## config.mk

```make
export PLATFORM = sky130hd
export DESIGN_NAME = pf_vf_route_stage
export DESIGN_NICKNAME = d
export VERILOG_FILES = /design/src/rtl/pf_vf_route_stage.sv
export SDC_FILE = /design/constraint.sdc
export NUM_CORES = 1
export LEC_CHECK = 0
export BUFFER_PORTS_ARGS = -buffer_cell sky130_fd_sc_hd__buf_2
export CORE_AREA = 2 2 429 431
export DETAILED_ROUTE_END_ITERATION = 6
export DIE_AREA = 0 0 431 433
export PLACE_DENSITY_LB_ADDON = 0.25
export SYNTH_ARGS = -nofsm -noshare
export SYNTH_HDL_FRONTEND = slang
export SYNTH_SLANG_ARGS = --single-unit
```

## constraint.sdc

```tcl
create_clock -name clk -period 4.26 [get_ports clk]
set_input_delay 0.639 -clock clk [delete_from_list [all_inputs] [get_ports clk]]
set_output_delay 0.639 -clock clk [all_outputs]
set_load 0.01 [all_outputs]
```

## src/rtl/pf_vf_route_stage.sv

```systemverilog
// PF/VF routing stage: resolves a MUX port per packet from a programmable
// match table on the first beat and forwards every beat through one register stage.
module pf_vf_route_stage #(
  parameter int NUM_ENTRIES  = 8,
  parameter int NUM_PORTS    = 4,
  parameter int PF_WIDTH     = 3,
  parameter int VF_WIDTH     = 11,
  parameter int DATA_WIDTH   = 512,
  parameter int DEFAULT_PORT = 0,
  localparam int PORT_W      = $clog2(NUM_PORTS),
  localparam int IDX_W       = $clog2(NUM_ENTRIES)
) (
  input  logic                  clk,
  input  logic                  rst_n,
  input  logic                  in_valid,
  output logic                  in_ready,
  input  logic [DATA_WIDTH-1:0] in_data,
  input  logic                  in_last,
  input  logic [PF_WIDTH-1:0]   in_pf,
  input  logic [VF_WIDTH-1:0]   in_vf,
  input  logic                  in_vf_active,
  output logic                  out_valid,
  input  logic                  out_ready,
  output logic [DATA_WIDTH-1:0] out_data,
  output logic                  out_last,
  output logic [PORT_W-1:0]     out_port,
  output logic                  out_miss,
  input  logic                  tbl_wr_en,
  input  logic [IDX_W-1:0]      tbl_wr_idx,
  input  logic                  tbl_wr_valid,
  input  logic [PORT_W-1:0]     tbl_wr_port,
  input  logic [PF_WIDTH-1:0]   tbl_wr_pf,
  input  logic                  tbl_wr_pf_any,
  input  logic [VF_WIDTH-1:0]   tbl_wr_vf,
  input  logic                  tbl_wr_vf_any,
  input  logic                  tbl_wr_vf_active,
  output logic [15:0]           miss_cnt
);

  localparam logic [0:0] ST_SOP  = 1'b0;
  localparam logic [0:0] ST_BODY = 1'b1;

  logic [NUM_ENTRIES-1:0]             w_hit;
  logic [NUM_ENTRIES-1:0][PORT_W-1:0] w_port;
  logic [PORT_W-1:0]                  w_lk_port;
  logic                               w_lk_miss;
  logic [PORT_W-1:0]                  w_route_port;
  logic                               w_route_miss;
  logic                               w_accept;

  logic [0:0]            r_state;
  logic [PORT_W-1:0]     r_route_port;
  logic                  r_route_miss;
  logic                  r_out_valid;
  logic [DATA_WIDTH-1:0] r_out_data;
  logic                  r_out_last;
  logic [PORT_W-1:0]     r_out_port;
  logic                  r_out_miss;
  logic [15:0]           r_miss_cnt;

  // Each entry compares against the live request; writes land on the next edge,
  // so a same-cycle lookup always sees the old contents.
  for (genvar gi = 0; gi < NUM_ENTRIES; gi++) begin : g_entry
    logic                r_valid;
    logic [PORT_W-1:0]   r_port;
    logic [PF_WIDTH-1:0] r_pf;
    logic                r_pf_any;
    logic [VF_WIDTH-1:0] r_vf;
    logic                r_vf_any;
    logic                r_vf_active;

    always_ff @(posedge clk or negedge rst_n) begin
      if (!rst_n) begin
        r_valid     <= 1'b0;
        r_port      <= '0;
        r_pf        <= '0;
        r_pf_any    <= 1'b0;
        r_vf        <= '0;
        r_vf_any    <= 1'b0;
        r_vf_active <= 1'b0;
      end else if (tbl_wr_en && (tbl_wr_idx == IDX_W'(gi))) begin
        r_valid     <= tbl_wr_valid;
        r_port      <= tbl_wr_port;
        r_pf        <= tbl_wr_pf;
        r_pf_any    <= tbl_wr_pf_any;
        r_vf        <= tbl_wr_vf;
        r_vf_any    <= tbl_wr_vf_any;
        r_vf_active <= tbl_wr_vf_active;
      end
    end

    assign w_hit[gi]  = r_valid && (r_vf_active == in_vf_active) &&
                        (r_pf_any || (r_pf == in_pf)) &&
                        (r_vf_any || (r_vf == in_vf));
    assign w_port[gi] = r_port;
  end

  // Scan from the top so the lowest-index hit is the last assignment.
  always_comb begin
    w_lk_port = PORT_W'(DEFAULT_PORT);
    w_lk_miss = 1'b1;
    for (int i = NUM_ENTRIES - 1; i >= 0; i--) begin
      if (w_hit[i]) begin
        w_lk_port = w_port[i];
        w_lk_miss = 1'b0;
      end
    end
  end

  assign w_route_port = (r_state == ST_SOP) ? w_lk_port : r_route_port;
  assign w_route_miss = (r_state == ST_SOP) ? w_lk_miss : r_route_miss;
  assign in_ready     = !r_out_valid || out_ready;
  assign w_accept     = in_valid && in_ready;

  always_ff @(posedge clk or negedge rst_n) begin
    if (!rst_n) begin
      r_state      <= ST_SOP;
      r_route_port <= '0;
      r_route_miss <= 1'b0;
      r_out_valid  <= 1'b0;
      r_out_data   <= '0;
      r_out_last   <= 1'b0;
      r_out_port   <= '0;
      r_out_miss   <= 1'b0;
      r_miss_cnt   <= '0;
    end else if (w_accept) begin
      r_out_valid <= 1'b1;
      r_out_data  <= in_data;
      r_out_last  <= in_last;
      r_out_port  <= w_route_port;
      r_out_miss  <= w_route_miss;
      if (r_state == ST_SOP) begin
        r_route_port <= w_lk_port;
        r_route_miss <= w_lk_miss;
        if (w_lk_miss && (r_miss_cnt != 16'hFFFF)) r_miss_cnt <= r_miss_cnt + 16'd1;
      end
      r_state <= in_last ? ST_SOP : ST_BODY;
    end else if (out_ready) begin
      r_out_valid <= 1'b0;
    end
  end

  assign out_valid = r_out_valid;
  assign out_data  = r_out_data;
  assign out_last  = r_out_last;
  assign out_port  = r_out_port;
  assign out_miss  = r_out_miss;
  assign miss_cnt  = r_miss_cnt;

endmodule

```

Word-level counts from Yosys, hierarchy flattened. Cells that the tools add are included. W data, S select, Z words.

Register bits: 694. Bits of input ports: 556. Logic and storage cells: 174.

Reduce and logical (&&, ||, !) cells: 56. Mux-type cells: 21. Equal/unequal tests: 32. Bitwise logic cells: 1. $add $sub $neg: 1.

Operators by type and width (count): $eq A11 B11 Y1 (8); $logic_and A1 B1 Y1 (34); $eq A3 B3 Y1 (8); $mux W2 (9); $logic_or A1 B1 Y1 (17); $add A16 B1 Y16 const B (1); $ne A16 B16 Y1 const B (1); $eq A3 B3 Y1 const B (4); $mux W1 (12); $eq A1 B1 Y1 (8); $eq A3 B2 Y1 const B (2); $eq A3 B1 Y1 const B (1); $logic_not A3 Y1 (1); $reduce_and A3 Y1 (1); $reduce_and A2 Y1 (1); $reduce_bool A2 Y1 (1); $logic_not A1 Y1 (1); $not A1 Y1 (1).

Depth between registers and ports, before layout. Gate-level depths: netlist (run 1).

Depth in word-level cells: 14. Gate-level depth with buffers: 10. Mapped depth without buffers: 7.

Least setup slack after synthesis (run 1). No wires, ideal clock.

Path type: input to register. From: input in_vf[9]. To: register r_out_port[0] (netlist: out_port[0]). Arrival: 2.293 ns. Data required time: 4.165 ns. Stages: 8. Path slack: 1.872 ns. Path through: buf_6 > xor2_1 > nor4_1 > a31o_1 > nand2_1 > o311a_1 > o311a_1 > o32ai_2.

Longest elaborated chain between the ends: 12. Elaborated cells on any way between the ends: 33. Classes of those cells: 8 x eq/ne; 9 x mux; 16 x reduce/logical.

Ends and longest elaborated chain: start, declared (line 20) `input logic [VF_WIDTH-1:0] in_vf,`; $eq A11 B11 Y1 (line 94) `(r_vf_any || (r_vf == in_vf));`; $logic_or A1 B1 Y1 (line 94); $logic_and A1 B1 Y1 (line 93) `(r_pf_any || (r_pf == in_pf)) &&`; $mux W2 (7 in a row) (line 103) `if (w_hit[i]) begin`; $mux W2 (*) (line 103); $mux W2 (*); end signal, assigned (line 130) `r_out_port <= w_route_port;`; end, declared (line 57) `logic [PORT_W-1:0] r_out_port;`.

Every way passes the cells marked *; elsewhere a longest branch is shown, timed or not. The select of a mux whose other input is x is not followed. A chain may end at the register's enable or synchronous reset.

Worst setup path in the final report (run 1).
From: register r_out_valid (netlist: out_valid). To: register r_miss_cnt[1] (netlist: miss_cnt[1]).

Longest elaborated chain between the ends: 4.

Ends and longest elaborated chain: start, declared (line 54) `logic r_out_valid;`; start signal, assigned (line 120) `r_out_valid <= 1'b0;`; start signal, assigned (line 127) `r_out_valid <= 1'b1;`; start signal, assigned (line 139) `r_out_valid <= 1'b0;`; $logic_not A1 Y1 (line 112) `assign in_ready = !r_out_valid || out_ready;`; $logic_or A1 B1 Y1 (line 112); $logic_and A1 B1 Y1 (line 113) `assign w_accept = in_valid && in_ready;`; $reduce_and A3 Y1 (no line); end signal, assigned (line 135) `if (w_lk_miss && (r_miss_cnt != 16'hFFFF)) r_miss_cnt <= r_miss_cnt + 16'd1;`; end, declared (line 59) `logic [15:0] r_miss_cnt;`.

No other way between the ends.

==> impl_metrics.env, run 1 <==
export IMPL_cap_violations=0
export IMPL_seq_area_frac_synth_pct=62.8
export IMPL_fin_worst_skew_ns=0.0405
export IMPL_synthCells=2828
export IMPL_rr_endpoint="miss_cnt[1]"
export IMPL_path_clk_slew_ns=0.06
export IMPL_htreeDepth=3
export IMPL_ant_nets=0
export IMPL_routedWlPerCell_microns=21.3
export IMPL_via_per_inst=3.70
export IMPL_period_share_pct=63.7
export IMPL_insertion_delay_ns=0.72
export IMPL_tightest_slew_ns=1.14
export IMPL_hold_start="in_data[167]"
export IMPL_hold_path_class="primary input to flip-flop"
export IMPL_cts_tree="done"
export IMPL_hold_viol_final=0
export IMPL_rsz0062_at_grt="no"
export IMPL_dp_hpwl_mm=106
export IMPL_fmax_ghz=0.369
export IMPL_fin_hold_ws_ns=0.108
export IMPL_synth_warnings=0
export IMPL_gr_total_overflow=0
export IMPL_synth_fp_nets=3385
export IMPL_p_sw_mw=6.07
export IMPL_start_kind="flip-flop"
export IMPL_placed_area_sq_um=36100
export IMPL_regArea_sq_um=17400
export IMPL_fin_cells=6376
export IMPL_drive_gt1_share_pct=36.6
export IMPL_synth_cell_type_count=45
export IMPL_start_util_pct=15.2
export IMPL_max_vdd_ir_drop_uv=286
export IMPL_grt_usage_pct=14.1
export IMPL_grt_pass1_vias=23782
export IMPL_dp_cells=6205
export IMPL_worstSetupEndpointType="flip-flop"
export IMPL_r2r_start="out_valid"
export IMPL_design_area_sq_um=39100
export IMPL_cts_sinks=694
export IMPL_p_seq_share_pct=42.1
export IMPL_drc=0
export IMPL_clkPwrFrac_pct=39.6
export IMPL_die_area_sq_um=187000
export IMPL_p_int_mw=13.7
export IMPL_critPathMaxFanout=25
export IMPL_p_comb_share_pct=18.3
export IMPL_p_sw_share_pct=30.7
export IMPL_fin_crit_ns=2.71
export IMPL_place_gp_congestion=0.906
export IMPL_tns_ns=0
export IMPL_synth_seq_cells=694
export IMPL_vias=23594
export IMPL_leakagePower_nw=20.6
export IMPL_drt_iter0_markers=1492
export IMPL_crit_path_start="out_valid"
export IMPL_cts_hold_buf=1
export IMPL_crit_required_ns=4.83
export IMPL_postSynthAreaPerCell_sq_um=9.79
export IMPL_grt_max_degree=166
export IMPL_min_to="out_data[167]"
export IMPL_p_per_area_nw_per_um2=505
export IMPL_rows=157
export IMPL_multi_input_area_sq_um=9690
export IMPL_core_sq_um=182000
export IMPL_final_nets=4467
export IMPL_outcome="complete, no violations"
export IMPL_io_buffers=1089
export IMPL_cts_setup_buffers=0
export IMPL_final_common_cell="nand2_1"
export IMPL_post_route_util_pct=21.5
export IMPL_io_pins=1090
export IMPL_crit_type="flip-flop to flip-flop"
export IMPL_r2r_cells=8
export IMPL_cts_root_buffer="clkbuf_16"
export IMPL_fillers=20191
export IMPL_antenna_found_initial=45
export IMPL_power_total_mw=19.8
export IMPL_synth_area_sq_um=27700
export IMPL_die_h_microns=433
export IMPL_drt_wl_total_mm=136
export IMPL_rrSetupSlack_ns=1.55
export IMPL_dpl_worst_slack_ns=1.10
export IMPL_syn2layout_area_growth_pct=41.4
export IMPL_slew_viol_final=0
export IMPL_fin_ws_ns=1.55
export IMPL_slew_limit_headroom_pct=23.7
export IMPL_setup_viol=0
export IMPL_cts_buffers=87
export IMPL_drt_first_pass_iters=5
export IMPL_die_w_microns=431
export IMPL_arrival_ns=3.28
export IMPL_layout_common_cells="nand2_1, buf_2, dfrtp_1"
export IMPL_clockBufferDepth=3
export IMPL_cts_resized=0
export IMPL_grt_pass1_wl_mm=187
export IMPL_min_path_cells=3
-- cells in the mapped netlist, drive strengths merged --
master	n	share of area, %
a21boi	2	0.054
a21o	1	0.027
a222oi	1	0.036
a22oi	1	0.027
a2bb2oi	1	0.032
a31o	6	0.19
a31oi	9	0.20
and2	3	0.072
and3	4	0.090
and4	3	0.095
buf	22	0.58
clkbuf	126	1.7
dfrtp	694	63
ha	1	0.045
inv	4	0.054
mux2	161	6.6
nand2	1565	21
nand2b	3	0.068
nand3	13	0.24
nand4	5	0.11
nand4b	5	0.16
nor2	14	0.22
nor3	16	0.29
nor3b	2	0.054
nor4	14	0.32
nor4b	1	0.032
o211ai	1	0.027
o21a	1	0.027
o21bai	1	0.027
o221ai	3	0.095
o22ai	1	0.023
o311a	4	0.14
o311ai	1	0.032
o32ai	1	0.059
or2	1	0.023
or3	2	0.045
xnor2	55	1.7
xor2	80	2.5
-- power by group through the flow --
stage               Sequential, mW  Clock, mW  Combinational (mW)
CTS                           8.33       8.15                3.70
detailed placement            8.42          0                3.70
finish                        8.33       7.84                3.62
floorplan                     8.56          0                1.41
global route                  8.46       8.40                3.98
global placement              8.43          0                3.68
-- sequential cells by signal, indices dropped and copies added (netlist names) --
register             flops
out_last                 1
g_entry.r_vf_active      8
out_port                 2
g_entry.r_pf            24
g_entry.r_vf_any         8
r_state                  1
g_entry.r_valid          8
out_data               512
g_entry.r_pf_any         8
miss_cnt                16
out_miss                 1
g_entry.r_port          16
out_valid                1
g_entry.r_vf            88
-- final cells by class --
cell class,count,area share [%]
timing repair buffer,1141,15.4
inverter,4,0.0384
sequential,694,44.4
clock buffer,121,6.38
multi-input combinational,1982,24.8
antenna,15,0.0959
clock inverter,34,1.34
tap,2385,7.62
-- cell families after synthesis --
family                   synth area share [%]
buffers and inverters                    2.34
AO/OA/AOI/OAI                            1.00
multiplexers                             6.55
AND/OR/NAND/NOR                          23.0
flip-flops                               62.8
XOR/XNOR                                 4.27
adder cells (fa/ha/maj)                0.0452
-- worst max path at each step --
stage / endpoint / slack, ns
floorplan: out_port[0] / 1.87
global placement: miss_cnt[1] / 1.12
detailed placement: miss_cnt[1] / 1.10
CTS: miss_cnt[1] / 1.52
global route: miss_cnt[1] / 1.42
finish: miss_cnt[1] / 1.55
-- routing by layer --
| layer | vias to the layer above | GRT usage, % | share of wire, % |
|---|---|---|---|
| li1 | 11005 | - | - |
| met1 | 11580 | 17.9 | 42 |
| met2 | 825 | 22.5 | 48 |
| met3 | 178 | 4.58 | 8.3 |
| met4 | 6 | 4.60 | 2.4 |
| met5 | - | 0 | 0.035 |
-- worst max-delay path, cell delays in order, from the launching register on --
cell	delay, ns
dfrtp_1	0.38
nand2b_1	0.25
and2_4	0.46
nand2_1	0.18
o22ai_1	0.30
and4_1	0.26
buf_4	0.25
nand2_1	0.13
mux2_1	0.32
Note: power is estimated with default switching activity, not from simulation.
==> run 2, diff against run 1 <==
- ABC_AREA: not set -> 1
- CORE_AREA: 2 2 429 431 -> 2 2 420 422
- DIE_AREA: 0 0 431 433 -> 0 0 422 424
- clock period: 4.26 -> 2.2 ns (I/O delays scaled with it)
==> impl_metrics.env, run 2 <==
export IMPL_htreeDepth=3
export IMPL_grt_pass1_wl_mm=196
export IMPL_fillers=19101
export IMPL_slowest_stage="dfrtp_1"
export IMPL_setup_viol=0
export IMPL_core_sq_um=175000
export IMPL_arrival_ns=2.68
export IMPL_drc=0
export IMPL_leakagePower_nw=24.0
export IMPL_io_pins=1090
export IMPL_fin_crit_ns=2.06
export IMPL_crit_chain="xor2_1 > nor3_1 > nand3_1 > nand2_1 > nand2_4 > nand3b_4 > nor3_4 > buf_12 > buf_12 > nand3_1 > xor2_1"
export IMPL_drive_gt1_share_pct=28.1
export IMPL_die_h_microns=424
export IMPL_cts_tree="done"
export IMPL_start_kind="flip-flop"
export IMPL_crit_required_ns=2.82
export IMPL_layout_common_cells="nand2_1, buf_2, dfrtp_1"
export IMPL_tns_ns=0
export IMPL_hold_path_class="primary input to flip-flop"
export IMPL_grt_usage_pct=14.9
export IMPL_synth_warnings=0
export IMPL_period_share_pct=93.7
export IMPL_via_per_inst=3.71
export IMPL_drt_iter0_markers=1445
export IMPL_io_buffers=1089
export IMPL_dp_hpwl_mm=107
export IMPL_worstSetupEndpointType="flip-flop"
export IMPL_cpPeakStageDelay_ns=0.41
export IMPL_die_area_sq_um=179000
export IMPL_die_w_microns=422
export IMPL_grt_pass1_vias=28165
export IMPL_crit_type="flip-flop to flip-flop"
export IMPL_synth_area_top_cells="dfrtp_1, nand2_1, o21ai_0"
export IMPL_final_nets=5431
export IMPL_drt_first_pass_iters=5
export IMPL_power_total_mw=39.5
export IMPL_slew_viol_final=0
export IMPL_seq_area_frac_synth_pct=62.3
export IMPL_start_util_pct=15.9
export IMPL_fin_cells=7299
export IMPL_grt_max_degree=113
export IMPL_synth_top_area_share_pct=62.3
export IMPL_dpl_worst_slack_ns=-0.0911
export IMPL_slew_limit_headroom_pct=55.8
export IMPL_cts_root_buffer="clkbuf_16"
export IMPL_final_common_cell="nand2_1"
export IMPL_fmax_ghz=0.485
export IMPL_p_per_area_nw_per_um2=868
export IMPL_synth_seq_cells=694
export IMPL_postSynthAreaPerCell_sq_um=8.70
export IMPL_antenna_found_initial=23
export IMPL_rows=154
export IMPL_critPathMaxFanout=13
export IMPL_tightest_slew_ns=0.663
export IMPL_max_vdd_ir_drop_uv=583
export IMPL_cts_sinks=694
export IMPL_yosysTopAreaCell="dfrtp_1"
export IMPL_synth_fp_nets=3761
export IMPL_ant_nets=0
export IMPL_hold_viol_final=0
export IMPL_insertion_delay_ns=0.72
export IMPL_drt_wl_total_mm=137
export IMPL_cts_buffers=88
export IMPL_gr_total_overflow=0
export IMPL_routedWlPerCell_microns=18.8
export IMPL_outcome="complete, no violations"
export IMPL_clockBufferDepth=3
export IMPL_synth_async_reset_ratio_pct=100
export IMPL_largest_register_ffs=512
export IMPL_synth_edf_count=0
export IMPL_synth_common_cells="nand2_1, dfrtp_1, o21ai_0"
export IMPL_dp_cells=6600
export IMPL_synth_ff_type="dfrtp_1"
export IMPL_fin_worst_skew_ns=0.0315
export IMPL_vias=27070
export IMPL_syn2layout_area_growth_pct=63.4
export IMPL_cap_violations=0
export IMPL_place_gp_congestion=0.857
export IMPL_synth_area_sq_um=27900
export IMPL_path_clk_slew_ns=0.06
export IMPL_synth_most_common_cell="nand2_1"
export IMPL_synth_cell_type_count=41
export IMPL_fin_ws_ns=0.140
export IMPL_synthCells=3204
run 2: area by class of cell:
cell class	instances	area (sq um)	share of cell area, %
Inverter	89	344	0.756
Antenna cell	17	42.5	0.0934
Tap cell	2340	2930	6.43
Timing Repair Buffer	1743	12300	27.1
Clock inverter	34	477	1.05
Sequential cell	694	17400	38.1
Multi-Input combinational cell	2258	9520	20.9
Clock buffer	124	2530	5.55
run 2: kinds of logic (layout without fill, tap and decap cells):
family,after synthesis,in the layout,synth area share (%)
simple gates,1965,1965,27.1
flops,694,694,62.3
buf+inv,252,1990,3.68
compound gates,183,183,3.42
xor+xnor,109,109,3.42
fa+ha+maj,1,1,0.0449
other cells,0,17,0
run 2: worst paths after layout:
path                                    startpoint            end  slack, ns  cells after the start
worst min-delay path                  in_data[331]  out_data[331]      0.008                      3
worst min register to register        out_data[64]   out_data[64]       0.47                      2
worst max-delay path            g_entry[3].r_vf[6]    miss_cnt[3]       0.14                     11
max in group asynchronous                    rst_n   out_data[71]       1.16                      3
worst max register to register  g_entry[3].r_vf[6]    miss_cnt[3]       0.14                     11
min in group asynchronous                    rst_n  out_data[329]       0.18                      2
run 2: per-layer routing:
layer | vias to the layer above | routed length, microns | track usage, %
li1 | 13158 | - | -
met1 | 12890 | 53900 | 17.2
met2 | 827 | 67300 | 25.1
met3 | 189 | 11800 | 5.64
met4 | 6 | 4110 | 5.20
met5 | - | 136 | 0.457
run 2: where the power goes:
| part | leakage [nW] | switching [mW] | internal, mW |
|---|---|---|---|
| combinational | 14.0 | 4.86 | 3.51 |
| sequential | 8.55 | 1.28 | 14.7 |
| clock | 1.48 | 6.18 | 8.99 |
| total | 24.0 | 12.3 | 27.2 |
run 2: stage by stage:
step | instance area, sq um | utilization, % | hold WS, ns
after detailed placement | 37200 | 21.3 | 0.325
after CTS | 45400 | 26.0 | 0.00558
final | 45500 | 26.0 | 0.00755
after global placement | 37200 | 21.3 | 0.327
after floorplan | 27900 | - | 0.0344
after global routing | 45500 | 26.0 | 0.00566
run 2: what timing repair did:
action                     in CTS  in global routing
gates resized for setup         0                  6
hold endpoints to repair      722                  1
setup endpoints to repair       0                 17
hold buffers                  522                  1
buffers inserted                0                  1
run 2: worst max-delay path, delay by kind of cell (launching register included):
family	cells	cell delay [ns]
buffers and inverters	2	0.27
XOR/XNOR	2	0.29
flip-flops	1	0.41
AND/OR/NAND/NOR	7	1.01
